===== src/rtl/riscv_pkg.sv =====
// Shared core types: XLEN, the IF/ID pipeline register and the fetch FSM states.
// Also holds a PC alignment helper so every stage forces word alignment the same way.
package riscv_pkg;

  localparam int XLEN        = 32;
  localparam int INSTR_BYTES = 4;

  typedef struct packed {
    logic [XLEN-1:0] pc;
    logic [31:0]     instruction;
    logic            valid_if_id;
  } if_id_reg_t;

  typedef enum logic [1:0] {
    FETCH_ISSUE,
    FETCH_WAIT,
    FETCH_DROP
  } fetch_state_t;

  function automatic logic [XLEN-1:0] align_pc(input logic [XLEN-1:0] pc);
    return pc & ~XLEN'(INSTR_BYTES - 1);
  endfunction

endpackage


===== src/rtl/if_stage_if.sv =====
// Instruction-memory request/response bus between the fetch stage (master) and imem (slave).
interface if_stage_if;
  import riscv_pkg::*;

  logic            imem_req_valid;
  logic            imem_req_ready;
  logic [XLEN-1:0] imem_req_addr;
  logic            imem_rsp_valid;
  logic [31:0]     imem_rsp_data;

  modport master (
    output imem_req_valid,
    output imem_req_addr,
    input  imem_req_ready,
    input  imem_rsp_valid,
    input  imem_rsp_data
  );

  modport slave (
    input  imem_req_valid,
    input  imem_req_addr,
    output imem_req_ready,
    output imem_rsp_valid,
    output imem_rsp_data
  );

endinterface


===== src/rtl/if_skid_buf.sv =====
// One-entry holding register for a fetched word that arrives while decode is stalled.
// clear (redirect flush) and pop (word consumed) both empty it and take priority over load.
module if_skid_buf
  import riscv_pkg::*;
(
  input  logic            clk,
  input  logic            reset,
  input  logic            load,
  input  logic            clear,
  input  logic            pop,
  input  logic [XLEN-1:0] load_pc,
  input  logic [31:0]     load_instr,
  output logic            valid,
  output logic [XLEN-1:0] pc,
  output logic [31:0]     instr
);

  logic            valid_q, valid_d;
  logic [XLEN-1:0] pc_q, pc_d;
  logic [31:0]     instr_q, instr_d;

  always_comb begin
    valid_d = valid_q;
    pc_d    = pc_q;
    instr_d = instr_q;
    if (clear || pop) begin
      valid_d = 1'b0;
    end else if (load) begin
      valid_d = 1'b1;
      pc_d    = load_pc;
      instr_d = load_instr;
    end
  end

  always_ff @(posedge clk or negedge reset) begin
    if (!reset) begin
      valid_q <= 1'b0;
      pc_q    <= '0;
      instr_q <= '0;
    end else begin
      valid_q <= valid_d;
      pc_q    <= pc_d;
      instr_q <= instr_d;
    end
  end

  assign valid = valid_q;
  assign pc    = pc_q;
  assign instr = instr_q;

endmodule


===== src/rtl/if_stage.sv =====
// Instruction-fetch stage: owns the PC, keeps at most one imem request in flight,
// and registers fetched words into the IF/ID register, handling stall and EX redirects.
module if_stage
  import riscv_pkg::*;
#(
  parameter logic [XLEN-1:0] RESET_PC = 32'h0000_0000
) (
  input  logic              clk,
  input  logic              reset,
  input  logic              stall,
  input  logic              redirect_valid,
  input  logic [XLEN-1:0]   redirect_pc,
  if_stage_if.master        imem,
  output if_id_reg_t        if_id_out
);

  fetch_state_t    state_q, state_d;
  logic [XLEN-1:0] pc_q, pc_d;
  logic [XLEN-1:0] fetch_pc_q, fetch_pc_d;
  if_id_reg_t      if_id_q, if_id_d;

  logic            skid_valid;
  logic [XLEN-1:0] skid_pc;
  logic [31:0]     skid_instr;
  logic            skid_load, skid_clear, skid_pop;

  logic            req_fire;
  logic            rsp_accept;

  // A new request is only allowed when the skid is empty and, in WAIT, only when the
  // current response can go straight to decode; this is what keeps the skid from overflowing.
  assign imem.imem_req_valid = reset && !redirect_valid && !skid_valid &&
                               ((state_q == FETCH_ISSUE) ||
                                (state_q == FETCH_WAIT && imem.imem_rsp_valid && !stall));
  assign imem.imem_req_addr  = pc_q;

  assign req_fire   = imem.imem_req_valid && imem.imem_req_ready;
  assign rsp_accept = (state_q == FETCH_WAIT) && imem.imem_rsp_valid && !redirect_valid;

  always_comb begin
    state_d    = state_q;
    pc_d       = pc_q;
    fetch_pc_d = fetch_pc_q;
    if_id_d    = if_id_q;
    skid_load  = 1'b0;
    skid_clear = 1'b0;
    skid_pop   = 1'b0;

    if (redirect_valid) begin
      pc_d                = align_pc(redirect_pc);
      skid_clear          = 1'b1;
      if_id_d.valid_if_id = 1'b0;
      state_d = (state_q == FETCH_WAIT && !imem.imem_rsp_valid) ? FETCH_DROP : FETCH_ISSUE;
    end else begin
      if (req_fire) begin
        fetch_pc_d = pc_q;
        pc_d       = pc_q + XLEN'(INSTR_BYTES);
      end

      unique case (state_q)
        FETCH_ISSUE: if (req_fire) state_d = FETCH_WAIT;
        FETCH_WAIT:  if (imem.imem_rsp_valid) state_d = req_fire ? FETCH_WAIT : FETCH_ISSUE;
        FETCH_DROP:  if (imem.imem_rsp_valid) state_d = FETCH_ISSUE;
        default:     state_d = FETCH_ISSUE;
      endcase

      // Skid contents are always older than any live response, so they drain first.
      if (stall) begin
        skid_load = rsp_accept;
      end else if (skid_valid) begin
        if_id_d.pc          = skid_pc;
        if_id_d.instruction = skid_instr;
        if_id_d.valid_if_id = 1'b1;
        skid_pop            = 1'b1;
      end else if (rsp_accept) begin
        if_id_d.pc          = fetch_pc_q;
        if_id_d.instruction = imem.imem_rsp_data;
        if_id_d.valid_if_id = 1'b1;
      end else begin
        if_id_d.valid_if_id = 1'b0;
      end
    end
  end

  always_ff @(posedge clk or negedge reset) begin
    if (!reset) begin
      state_q    <= FETCH_ISSUE;
      pc_q       <= RESET_PC;
      fetch_pc_q <= '0;
      if_id_q    <= '0;
    end else begin
      state_q    <= state_d;
      pc_q       <= pc_d;
      fetch_pc_q <= fetch_pc_d;
      if_id_q    <= if_id_d;
    end
  end

  if_skid_buf u_skid (
    .clk        (clk),
    .reset      (reset),
    .load       (skid_load),
    .clear      (skid_clear),
    .pop        (skid_pop),
    .load_pc    (fetch_pc_q),
    .load_instr (imem.imem_rsp_data),
    .valid      (skid_valid),
    .pc         (skid_pc),
    .instr      (skid_instr)
  );

  assign if_id_out = if_id_q;

endmodule


===== src/flat_wrapper.sv =====
// flat-port wrapper written by rule: the top's interface ports become plain ports
module if_stage_flat import riscv_pkg::*;
#(
  parameter logic [XLEN-1:0] RESET_PC = 32'h0000_0000
)
  (clk, reset, stall, redirect_valid, redirect_pc, if_id_out, imem_imem_req_valid, imem_imem_req_addr, imem_imem_req_ready, imem_imem_rsp_valid, imem_imem_rsp_data);
  if_stage_if imem_i ();
  input  logic clk;
  input  logic reset;
  input  logic stall;
  input  logic redirect_valid;
  input  logic [XLEN-1:0] redirect_pc;
  output if_id_reg_t if_id_out;
  output wire logic [$bits(imem_i.imem_req_valid)-1:0] imem_imem_req_valid;
  output wire logic [$bits(imem_i.imem_req_addr)-1:0] imem_imem_req_addr;
  input wire logic [$bits(imem_i.imem_req_ready)-1:0] imem_imem_req_ready;
  input wire logic [$bits(imem_i.imem_rsp_valid)-1:0] imem_imem_rsp_valid;
  input wire logic [$bits(imem_i.imem_rsp_data)-1:0] imem_imem_rsp_data;
  assign imem_imem_req_valid = imem_i.imem_req_valid;
  assign imem_imem_req_addr = imem_i.imem_req_addr;
  assign imem_i.imem_req_ready = imem_imem_req_ready;
  assign imem_i.imem_rsp_valid = imem_imem_rsp_valid;
  assign imem_i.imem_rsp_data = imem_imem_rsp_data;
  if_stage #(.RESET_PC(RESET_PC)) u_core (.clk(clk), .reset(reset), .stall(stall), .redirect_valid(redirect_valid), .redirect_pc(redirect_pc), .imem(imem_i), .if_id_out(if_id_out));
endmodule

===== config.mk =====
export PLATFORM = sky130hd
export DESIGN_NAME = if_stage_flat
export DESIGN_NICKNAME = d
export VERILOG_FILES = /design/src/rtl/riscv_pkg.sv /design/src/rtl/if_stage_if.sv /design/src/rtl/if_skid_buf.sv /design/src/rtl/if_stage.sv /design/src/flat_wrapper.sv
export SDC_FILE = /design/constraint.sdc
export NUM_CORES = 1
export LEC_CHECK = 0
export CORE_MARGIN = 5
export CORE_UTILIZATION = 50
export CTS_CLUSTER_SIZE = 8
export DETAILED_ROUTE_END_ITERATION = 10
export PLACE_DENSITY = 0.85
export SLEW_MARGIN = 40
export SYNTH_ARGS = -nofsm -noshare
export SYNTH_HDL_FRONTEND = slang
export SYNTH_SLANG_ARGS = --single-unit
export TNS_END_PERCENT = 50

===== constraint.sdc =====
create_clock -name clk -period 3.28 [get_ports clk]
set_clock_uncertainty 0.15 [all_clocks]
set_input_delay 0.656 -clock clk [delete_from_list [all_inputs] [get_ports clk]]
set_output_delay 0.656 -clock clk [all_outputs]
set_load 0.03 [all_outputs]

* Word-level counts from Yosys, hierarchy flattened
Cells that the tools add are included.
** Storage, ports and cells
- Bits in registers :: 196
- Word-level logic and storage cells :: 63
** Cells by class
- Add/sub/neg operators :: 1
- Eq/ne operators :: 6
- Multiplexer cells :: 22
- Bitwise operators :: 3
- Reduce and logical (&&, ||, !) cells :: 22
** Operators by type and width (number)
- $mux 65 :: 1
- $mux 32 :: 2
- $mux 64 :: 1
- $add 32x3->32 const B :: 1
- $mux 1 :: 12
- $mux 2 :: 5
- $logic_and 1x1->1 :: 8
- $ne 3x3->1 const B :: 2
- $pmux 2 s3 :: 1
- $reduce_and 3->1 :: 2
- $reduce_bool 2->1 :: 3
- $logic_not 1->1 :: 4
- $reduce_and 2->1 :: 2
- $ne 3x2->1 const B :: 1
- $not 1->1 :: 3
- $eq 2x1->1 const B :: 1
- $eq 2x2->1 const B :: 1
- $logic_not 2->1 :: 1
- $logic_or 1x1->1 :: 2
- $ne 2x1->1 const B :: 1

* Longest topological paths before layout
Gate-level depths: netlist of run 1.
- Depth in word-level cells :: 10
- Depth in mapped cells :: 7

* By module
Synthesis of run 1 repeated with hierarchy kept, for this count alone.
** Unflattened totals
- Cells, all modules :: 760
- Area total of the unflattened synthesis :: 8668.3 µm²
** Modules (own cells, without submodules)
- if_stage :: times used 1, cells an instance 621, area an instance 5943.2 µm², sequential area each 3178.0 µm²
- if_skid_buf :: times used 1, cells an instance 139, area an instance 2725.1 µm², sequential area each 1626.6 µm²

* Worst setup path after synthesis of run 1
Ideal clock, no wire load.
- Kind :: input to output
- From :: input redirect_valid
- To :: output imem_imem_req_valid
- Arrival :: 1.956 ns
- Path slack :: 0.518 ns
- Cell stages on the path :: 4
- Path buffers :: 3
- Cell sequence :: clkbuf_1 -> clkbuf_1 -> clkbuf_1 -> a211oi_1
** Between the ends
- Word-level cells in the longest chain between the ends :: 4
** RTL lines
- start, declared :: line flat_wrapper.sv:11 : input logic redirect_valid;
- $logic_not 1->1 :: line if_stage.sv:32 : assign imem.imem_req_valid = reset && !redirect_valid && !skid_valid &&
- $logic_and 1x1->1 (3 in series) :: line if_stage.sv:32
- end, declared :: line flat_wrapper.sv:14 : output wire logic [$bits(imem_i.imem_req_valid)-1:0] imem_imem_req_valid;
Every way passes these cells.

* Worst setup path after layout of run 1
- From :: input stall
- To :: output imem_imem_req_valid
** Between the ends
- Word-level cells in the longest chain between the ends :: 4
** RTL lines
- start, declared :: line flat_wrapper.sv:10 : input logic stall;
- $logic_not 1->1 :: line if_stage.sv:34 : (state_q == FETCH_WAIT && imem.imem_rsp_valid && !stall));
- $logic_and 1x1->1 :: line if_stage.sv:34
- $logic_or 1x1->1 :: line if_stage.sv:33 : ((state_q == FETCH_ISSUE) ||
- $logic_and 1x1->1 :: line if_stage.sv:32
Every way passes these cells.

==> metrics.txt, run 1 <==
status finished clean; # DRC 0; crit end category output port; Crit path arrival time 1.96 ns; cts hold-fix bufs 0; maximum vdd drop 0.400 mV; Int Power 5.08 mW; number of CTS-inserted buffers 17; clock-pin slew on the worst setup and hold paths 0.07 ns; Post-CTS Setup Bufs 0; combinational power share 0.272; core area 0.0163 sq mm; # IOs 168; area of the die 0.0191 sq mm; Crit Path Max Fanout 6; CP cell instances clkdlybuf4s50_1, nand2b_1, a211oi_1, buf_4; Die Y 138 um; I/O Buffers 161; Initial Utilization 0.503; final worst slack 0.510 ns; Synth Register Bits 188; # diodes 0; minimum clock period 2.77 ns; root buffer cell clkbuf_16; Flop pwr share 0.443; clock group share of total power 0.285; gr usage total 0.203; Seq/Total Area, Yosys 0.572; hold slack final 0.208 ns; Hold Vio Cnt, Final 0; initial DRC count 304; Area Overhead vs Synth 30.1%; net switching power 2.39 mW; average size of a mapped cell 11.7 sq um; Leakage 4.41 nW; vias in the first global route 6071; Netlist Area Pre-Place 0.00823 sq mm; RSZ-0062 raised after global routing no; Via density 5.53; TritonCTS clock tree yes; pre-CTS WS 0.267 ns; dpl hpwl 12500 um; number of flops mapped to enable cells by yosys 0; critical path class primary input to output port; Final TNS setup 0 ns; worst path bufs/invs 2; Bufs on Longest Clock Path 2; # nets final 920; Max H-tree Level 4; share of layout cells above drive strength 1 0.169; dominant cell type by area after synthesis dfrtp_1; Post-CTS Resized 0; relative slew slack 0.582; largest cells by area after synthesis dfrtp_1 (57%), mux2_2 (13%), mux2i_1 (7.7%), o21ai_0 (4.6%), nand2_1 (3.5%); synthesized instance count 704; CTS Sinks 188; average wire per standard cell 17.6 um; largest net degree at the start of global routing 150; post-route cell area 0.0107 sq mm; Synth top area share 0.572; most frequent cells in the layout dfrtp_1 (187), clkdlybuf4s50_1 (159), mux2_2 (92), nand2_1 (77), o21ai_0 (76); Row Count 47; fin crit share 0.844; Vias 5980; Final ANT Viol Nets 0; GRT overflow 0; first-pass GRT wire length 31800 um; synth unique cells 46; max incr delay on CP 0.49 ns; Pre-antenna DRT Iters 6; Yosys Warn Count 0; total wire length 19100 um; PwrDens 698 mW/mm^2; final setup fails 0; initial antenna violation count 0; hold crit path type primary input to asynchronous set/reset pin; clk_lat worst skew 0.42 ns; slowest cell on the critical path clkdlybuf4s50_1; dpl cells 1049; Setup crit start kind primary input; Worst-Margin Slew 0.627 ns; Critical Path RT 2.47 ns; max cap viols 0; Most used DFF post-synth dfrtp_1; most common cell after layout, fill and taps aside dfrtp_1; Finished Layout Cells 1082; Max Slew Vio Count 0; Placed Area 0.0101 sq mm; Net Sw Frac 0.320; die width 138 um; critical path's top delay family buffers and inverters; Final GP Congestion 0.788; highest clock rate 361 MHz; Post-synth ARST share 1.00
-- per-stage QoR --
| step | util | total power, mW |
|---|---|---|
| after floorplan | - | 4.44 |
| after global placement | 0.616 | 5.29 |
| after detailed placement | 0.616 | 5.39 |
| after CTS | 0.653 | 7.54 |
| after global routing | 0.655 | 7.85 |
| final | 0.655 | 7.47 |
-- power groups by stage --
| stage | sequential (mW) | combinational [mW] | clock, mW |
|---|---|---|---|
| after floorplan | 3.80 | 0.633 | 0 |
| after global placement | 3.30 | 1.99 | 0 |
| after detailed placement | 3.34 | 2.05 | 0 |
| after CTS | 3.31 | 2.06 | 2.18 |
| after global routing | 3.39 | 2.19 | 2.27 |
| final | 3.31 | 2.03 | 2.13 |
-- metal layers --
layer  GRT usage  share of wire
met2       0.335           0.49
met3      0.0425          0.054
met4      0.0588          0.016
met1       0.274           0.44
met5           0              0
-- kinds of logic (layout without fill, tap and decap cells) --
group / Yosys count / in the layout / synth area share
adders and majority gates: 1 / 1 / 0.00152
AOI/OAI and AO/OA: 128 / 128 / 0.0914
buffers and inverters: 61 / 216 / 0.0315
DFF: 188 / 188 / 0.572
and+or+nand+nor: 167 / 167 / 0.0978
other: 1 / 4 / 0.000456
muxes: 155 / 155 / 0.203
xor gates and xnor gates: 3 / 3 / 0.00319
-- worst register-to-register path: stages (launching register included) --
cell and delay (ns):
dfrtp_1 0.51, nand4_1 0.29, or4_1 0.88, or4_1 0.57, a31oi_1 0.17
-- final timing paths --
| check | cells after the start | slack [ns] | to | startpoint |
|---|---|---|---|---|
| hold reg to reg | 2 | 0.33 | u_core.if_id_out[49] | u_core.if_id_out[49] |
| max in group asynchronous | 4 | 1.57 | u_core.fetch_pc_q[11] | reset |
| setup reg to reg | 4 | 0.63 | u_core.imem.imem_req_addr[27] | u_core.imem.imem_req_addr[12] |
| hold / removal | 2 | 0.21 | u_core.if_id_out[22] | reset |
| min in group clk | 2 | 0.33 | u_core.if_id_out[49] | u_core.if_id_out[49] |
| setup / recovery | 4 | 0.51 | imem_imem_req_valid | stall |
-- cell type report --
cell class | instances | area [sq um]
Clock inverter | 15 | 184
Sequential cell | 188 | 4710
Clock buffer | 17 | 425
Timing Repair Buffer | 174 | 1780
Fill cell | 1256 | 5640
Inverter | 10 | 37.5
Tap cell | 220 | 275
Multi-Input combinational cell | 458 | 3300
-- registers in the layout, indices dropped and copies added, names as in the netlist --
register	flops
u_core.state_q	2
u_core.imem.imem_req_addr	30
u_core.u_skid.instr	32
u_core.if_id_out	63
u_core.u_skid.pc	30
u_core.u_skid.valid	1
u_core.fetch_pc_q	30
-- synth_stat cells (3+ instances only) --
cell and instances:
o31ai_1 14, or4_1 14, mux2_2 92, clkbuf_1 38
a31oi_1 23, a2111o_1 3, dfrtp_1 188, inv_1 10
buf_4 4, mux2i_1 63, nand2_1 77, o21ai_0 76
nand3_1 8, nand4_1 8, nor2_1 31, buf_2 6
or3_1 11
Power figures use the tool's default switching activity.
==> run 2, diff against run 1 <==
Clock period 3.28 ns to 2.85 ns, I/O delays scaled along.
==> metrics.txt, run 2 (synthesis results as in run 1) <==
Vias 6044 (was 5980); first-pass GRT wire length 31800 um (about the same); Pre-antenna DRT Iters 5 (was 6); # nets final 931 (was 920); I/O Buffers 161 (unchanged); Leakage 4.47 nW (was 4.41 nW); gr usage total 0.204 (was 0.203); hold crit path type primary input to asynchronous set/reset pin (unchanged); share of layout cells above drive strength 1 0.179 (was 0.169); post-route cell area 0.0108 sq mm (was 0.0107 sq mm); max cap viols 0 (unchanged); initial antenna violation count 0 (unchanged); initial DRC count 313 (was 304); highest clock rate 374 MHz; Post-CTS Setup Bufs 0 (unchanged); die width 138 um (unchanged); Placed Area 0.0102 sq mm (was 0.0101 sq mm); number of CTS-inserted buffers 17 (unchanged); relative slew slack 0.463 (was 0.582); Die Y 138 um (unchanged); final setup fails 0 (unchanged); TritonCTS clock tree yes (unchanged); Fillers 1261 (was 1256); cts hold-fix bufs 0 (unchanged); CTS Sinks 188 (unchanged); vias in the first global route 6155 (was 6071); maximum vdd drop 0.428 mV (was 0.400 mV); Via density 5.53 (about the same); root buffer cell clkbuf_16 (unchanged); # diodes 0 (unchanged); Bufs on Longest Clock Path 2 (unchanged); # IOs 168 (unchanged); Initial Utilization 0.503 (unchanged); Final TNS setup 0 ns (unchanged); Crit Path Max Fanout 6 (unchanged); Max H-tree Level 4 (unchanged); dpl hpwl 12900 um (was 12500 um); Row Count 47 (unchanged); clock-pin slew on the worst setup and hold paths 0.07 ns (about the same); status finished clean (unchanged); RSZ-0062 raised after global routing no (unchanged); total wire length 19400 um (was 19100 um); Area Overhead vs Synth 31.4% (was 30.1%); area of the die 0.0191 sq mm (unchanged); GRT overflow 0 (unchanged); Max Slew Vio Count 0 (unchanged); Worst-Margin Slew 0.805 ns (was 0.627 ns); most common cell after layout, fill and taps aside dfrtp_1 (unchanged); Final GP Congestion 0.785 (was 0.788); crit end category output port (unchanged); Critical Path RT 2.13 ns (was 2.47 ns); core area 0.0163 sq mm (unchanged); minimum clock period 2.67 ns; FF/Latch Area 0.00471 sq mm (unchanged); Final ANT Viol Nets 0 (unchanged); max reg flops 63 (unchanged); Multi-input gate area 0.00330 sq mm (unchanged); Hold Vio Cnt, Final 0 (unchanged); Crit path arrival time 1.95 ns (was 1.96 ns); worst r2r path cells 4 (unchanged); fin crit share 0.937; most frequent cells in the layout dfrtp_1 (187), clkdlybuf4s50_1 (159), mux2_2 (92), nand2_1 (77), o21ai_0 (76) (unchanged); critical path class register to output port (was primary input to output port); dpl cells 1060 (was 1049); largest net degree at the start of global routing 161 (was 150); clk_lat worst skew 0.42 ns (about the same); Setup crit start kind register (was primary input); Finished Layout Cells 1092 (was 1082); # DRC 0 (unchanged); Post-CTS Resized 0 (unchanged); PwrDens 790 mW/mm^2 (was 698 mW/mm^2); average wire per standard cell 17.8 um (was 17.6 um)
## run 2: power by group
part           internal, mW  switching, mW  total (mW)
combinational          1.11           1.26        2.37
clock                  1.35           1.02        2.37
sequential             3.35          0.446        3.80
total                  5.81           2.72        8.54
## run 2: critical path, cell delays in order (launching register included)
cell and delay [ns]:
dfrtp_4 0.51, or3b_1 0.48, a211oi_1 0.32, buf_4 0.22
## run 2: path summary, 6_finish.rpt
path	start	endpoint	slack (ns)
worst max-delay path	u_core.u_skid.valid	imem_imem_req_valid	0.18
worst max register to register	u_core.imem.imem_req_addr[8]	u_core.imem.imem_req_addr[25]	0.35
worst min register to register	u_core.if_id_out[22]	u_core.if_id_out[22]	0.33
worst min-delay path	reset	u_core.u_skid.instr[20]	0.05
min in group clk	u_core.if_id_out[22]	u_core.if_id_out[22]	0.33
max in group asynchronous	reset	u_core.u_skid.valid	1.26
## run 2: final cells by class
class / instances / area share
clock buffer: 19 / 0.0419
clock inverter: 12 / 0.0126
inverter: 10 / 0.00347
multi-input combinational: 458 / 0.305
sequential: 188 / 0.435
tap: 220 / 0.0255
timing repair buffer: 185 / 0.176
## run 2: metrics by stage
step	power, mW	worst slack, ns	hold slack (ns)	utilization
floorplan	5.11	0.260	0.124	-
global placement	6.10	0.127	0.310	0.623
detailed placement	6.24	0.0920	0.319	0.624
CTS	8.62	0.171	0.0603	0.660
global route	8.96	0.108	0.0902	0.661
finish	8.54	0.178	0.0538	0.661
## run 2: routing by layer
metal,global-route usage,up-vias,routed length (um)
met2,0.336,194,9450
met1,0.269,2989,8520
li1,-,2834,-
met4,0.0551,0,326
met5,0,-,0
met3,0.0559,27,1120
==> run 3, diff against run 2 <==
Settings changed: ABC_AREA set to 1, CTS_CLUSTER_SIZE 8 to not set, PLACE_DENSITY 0.85 to 0.84, TNS_END_PERCENT 50 to 10.
==> metrics.txt, run 3 <==
status finished clean (unchanged); hold crit path type primary input to asynchronous set/reset pin (unchanged); Flop pwr share 0.436 (was 0.445); crit path to imem_imem_req_valid (unchanged); vias in the first global route 7279 (was 6155); dpl cells 1355 (was 1060); final setup fails 0 (unchanged); Critical Path Start redirect_valid (was u_core.u_skid.valid); Critical Path RT 2.13 ns (about the same); highest clock rate 408 MHz (was 374 MHz); relative slew slack 0.520 (was 0.463); initial antenna violation count 0 (unchanged); die width 143 um (was 138 um); # DRC 0 (unchanged); Final GP Congestion 0.919 (was 0.785); max reg flops 63 (unchanged); worst r2r path cells 10 (was 4); # diodes 0 (unchanged); Crit Path Max Fanout 6 (unchanged); net switching power 2.91 mW (was 2.72 mW); Post-CTS Setup Bufs 0 (unchanged); RSZ-0062 raised after global routing no (unchanged); most common cell after layout, fill and taps aside nand2_1 (was dfrtp_1); Crit path arrival time 1.73 ns (was 1.95 ns); largest net degree at the start of global routing 107 (was 161); minimum clock period 2.45 ns (was 2.67 ns); commonest cells in the netlist nand2_1 (292), dfrtp_1 (188), nor2_1 (174), o31ai_1 (62), inv_1 (53) (was dfrtp_1 (188), mux2_2 (92), nand2_1 (77), o21ai_0 (76), mux2i_1 (63)); Synth Register Bits 188 (unchanged); initial DRC count 480 (was 313); average size of a mapped cell 8.74 sq um (was 11.7 sq um); r2r startpoint u_core.imem.imem_req_addr[2] (was u_core.imem.imem_req_addr[8]); maximum vdd drop 0.528 mV (was 0.428 mV); Via density 5.31 (was 5.53); max cap viols 0 (unchanged); area of the die 0.0203 sq mm (was 0.0191 sq mm); Fillers 1444 (was 1261); number of CTS-inserted buffers 17 (unchanged); Final ANT Viol Nets 0 (unchanged); crit end category output port (unchanged); Row Count 48 (was 47); fin crit share 0.860 (was 0.937); Pre-antenna DRT Iters 5 (unchanged); Int Power 5.73 mW (was 5.81 mW); Die Y 143 um (was 138 um); Net Sw Frac 0.337 (was 0.319); Bufs on Longest Clock Path 2 (unchanged); number of flops mapped to enable cells by yosys 0 (unchanged); clock group share of total power 0.279 (was 0.277); GRT overflow 0 (unchanged); synth unique cells 30 (was 46); most common cell in the netlist nand2_1 (was dfrtp_1); PwrDens 773 mW/mm^2 (was 790 mW/mm^2); R2R Setup Slk 0.82 ns (was 0.35 ns); synthesized instance count 1005 (was 704); cts hold-fix bufs 0 (unchanged); hold slack final 0.0674 ns (was 0.0538 ns); clock-pin slew on the worst setup and hold paths 0.07 ns (about the same); clk_lat worst skew 0.43 ns (was 0.42 ns); Yosys Warn Count 0 (unchanged); core area 0.0173 sq mm (was 0.0163 sq mm); Initial Utilization 0.508 (was 0.503); # IOs 168 (unchanged); Final TNS setup 0 ns (unchanged); Finished Layout Cells 1387 (was 1092); TritonCTS clock tree yes (unchanged); most frequent cells in the layout nand2_1 (292), dfrtp_1 (187), nor2_1 (174), clkdlybuf4s50_1 (159), o31ai_1 (62) (was dfrtp_1 (187), clkdlybuf4s50_1 (159), mux2_2 (92), nand2_1 (77), o21ai_0 (76)); gr usage total 0.221 (was 0.204); Max H-tree Level 4 (unchanged); dpl hpwl 15100 um (was 12900 um); Hold Vio Cnt, Final 0 (unchanged); Leakage 5.36 nW (was 4.47 nW); CTS Sinks 188 (unchanged); largest cells by area after synthesis dfrtp_1 (54%), nand2_1 (12%), nor2_1 (7.4%), mux2_2 (5.4%), o31ai_1 (5.3%) (was dfrtp_1 (57%), mux2_2 (13%), mux2i_1 (7.7%), o21ai_0 (4.6%), nand2_1 (3.5%)); Most used DFF post-synth dfrtp_1 (unchanged); Max Slew Vio Count 0 (unchanged); I/O Buffers 161 (unchanged); RR Endpoint u_core.imem.imem_req_addr[28] (was u_core.imem.imem_req_addr[25]); share of layout cells above drive strength 1 0.0904 (was 0.179); Core Util, Final 0.646 (was 0.661); Seq/Total Area, Yosys 0.535 (was 0.572); Vias 7363 (was 6044); combinational power share 0.285 (was 0.278); total wire length 22000 um (was 19400 um); Post-CTS Resized 0 (unchanged); Post-synth ARST share 1.00 (unchanged); Synth top area share 0.535 (was 0.572); critical path class primary input to output port (was register to output port); Netlist Area Pre-Place 0.00879 sq mm (was 0.00823 sq mm); root buffer cell clkbuf_16 (unchanged); Worst-Margin Slew 0.720 ns (was 0.805 ns); dominant cell type by area after synthesis dfrtp_1 (unchanged); Area Overhead vs Synth 27.2% (was 31.4%); # nets final 1220 (was 931); Setup crit start kind primary input (was register); average wire per standard cell 15.9 um (was 17.8 um); first-pass GRT wire length 36000 um (was 31800 um)
-- run 3: changes by cell type after synthesis, sizes merged, moves of 23 or more --
cell and change:
nand3 +45, inv +49, nor2 +148, o21ai -33, a31oi -23, buf +24
mux2i -63, mux2 -30, nand2 +217, clkbuf -23, o31ai +48
-- run 3: cell families (layout without fill, tap and decap cells) --
group	count (synthesis)	in the layout	share of synthesized area
and+or+nand+nor	529	529	0.240
DFF	188	188	0.535
adders and majority gates	1	1	0.00142
xor gates and xnor gates	5	5	0.00498
other	1	4	0.000427
AOI/OAI and AO/OA	108	108	0.0795
buffers and inverters	111	265	0.0591
muxes	62	62	0.0795
-- run 3: power by group through the flow --
stage | combinational [mW] | clock [mW] | sequential [mW]
finish | 2.46 | 2.41 | 3.76
global route | 2.66 | 2.57 | 3.84
CTS | 2.49 | 2.45 | 3.76
detailed placement | 2.47 | 0 | 3.80
global placement | 2.41 | 0 | 3.76
floorplan | 0.790 | 0 | 4.35
-- run 3: worst min path at each step --
stage	startpoint	to	depth (start not counted)
6_report	reset	u_core.u_skid.instr[9]	2
5_1_grt	reset	u_core.if_id_out[10]	2
4_1_cts	reset	u_core.if_id_out[54]	2
3_5_place_dp	u_core.if_id_out[40]	u_core.if_id_out[40]	2
3_3_place_gp	u_core.if_id_out[19]	u_core.if_id_out[19]	2
2_1_floorplan	reset	u_core.fetch_pc_q[10]	0
-- run 3: critical path: stages --
cell	delay, ns
clkdlybuf4s50_1	0.52
inv_4	0.15
nand2_1	0.09
nor2_4	0.12
nand2_1	0.07
inv_1	0.05
buf_4	0.16
-- run 3: area by class of cell --
class	count	area [sq um]	share of cell area
Tap cell	225	282	0.0252
Clock buffer	18	439	0.0393
Multi-Input combinational cell	709	3580	0.321
Sequential cell	188	4710	0.421
Clock inverter	14	160	0.0143
Timing Repair Buffer	174	1780	0.159
Inverter	59	224	0.0200
-- run 3: stage by stage --
stage / power (mW) / instance area (sq um) / setup slack [ns]
2_1_floorplan: 5.14 / 8800 / 0.894
3_3_place_gp: 6.16 / 10500 / 0.305
3_5_place_dp: 6.27 / 10600 / 0.232
4_1_cts: 8.70 / 11200 / 0.391
5_1_grt: 9.07 / 11200 / 0.351
6_report: 8.63 / 11200 / 0.398
-- run 3: layer usage --
layer,share of wire,track usage
met1,0.44,0.296
met2,0.47,0.353
met3,0.067,0.0494
met4,0.028,0.0830
met5,0,0
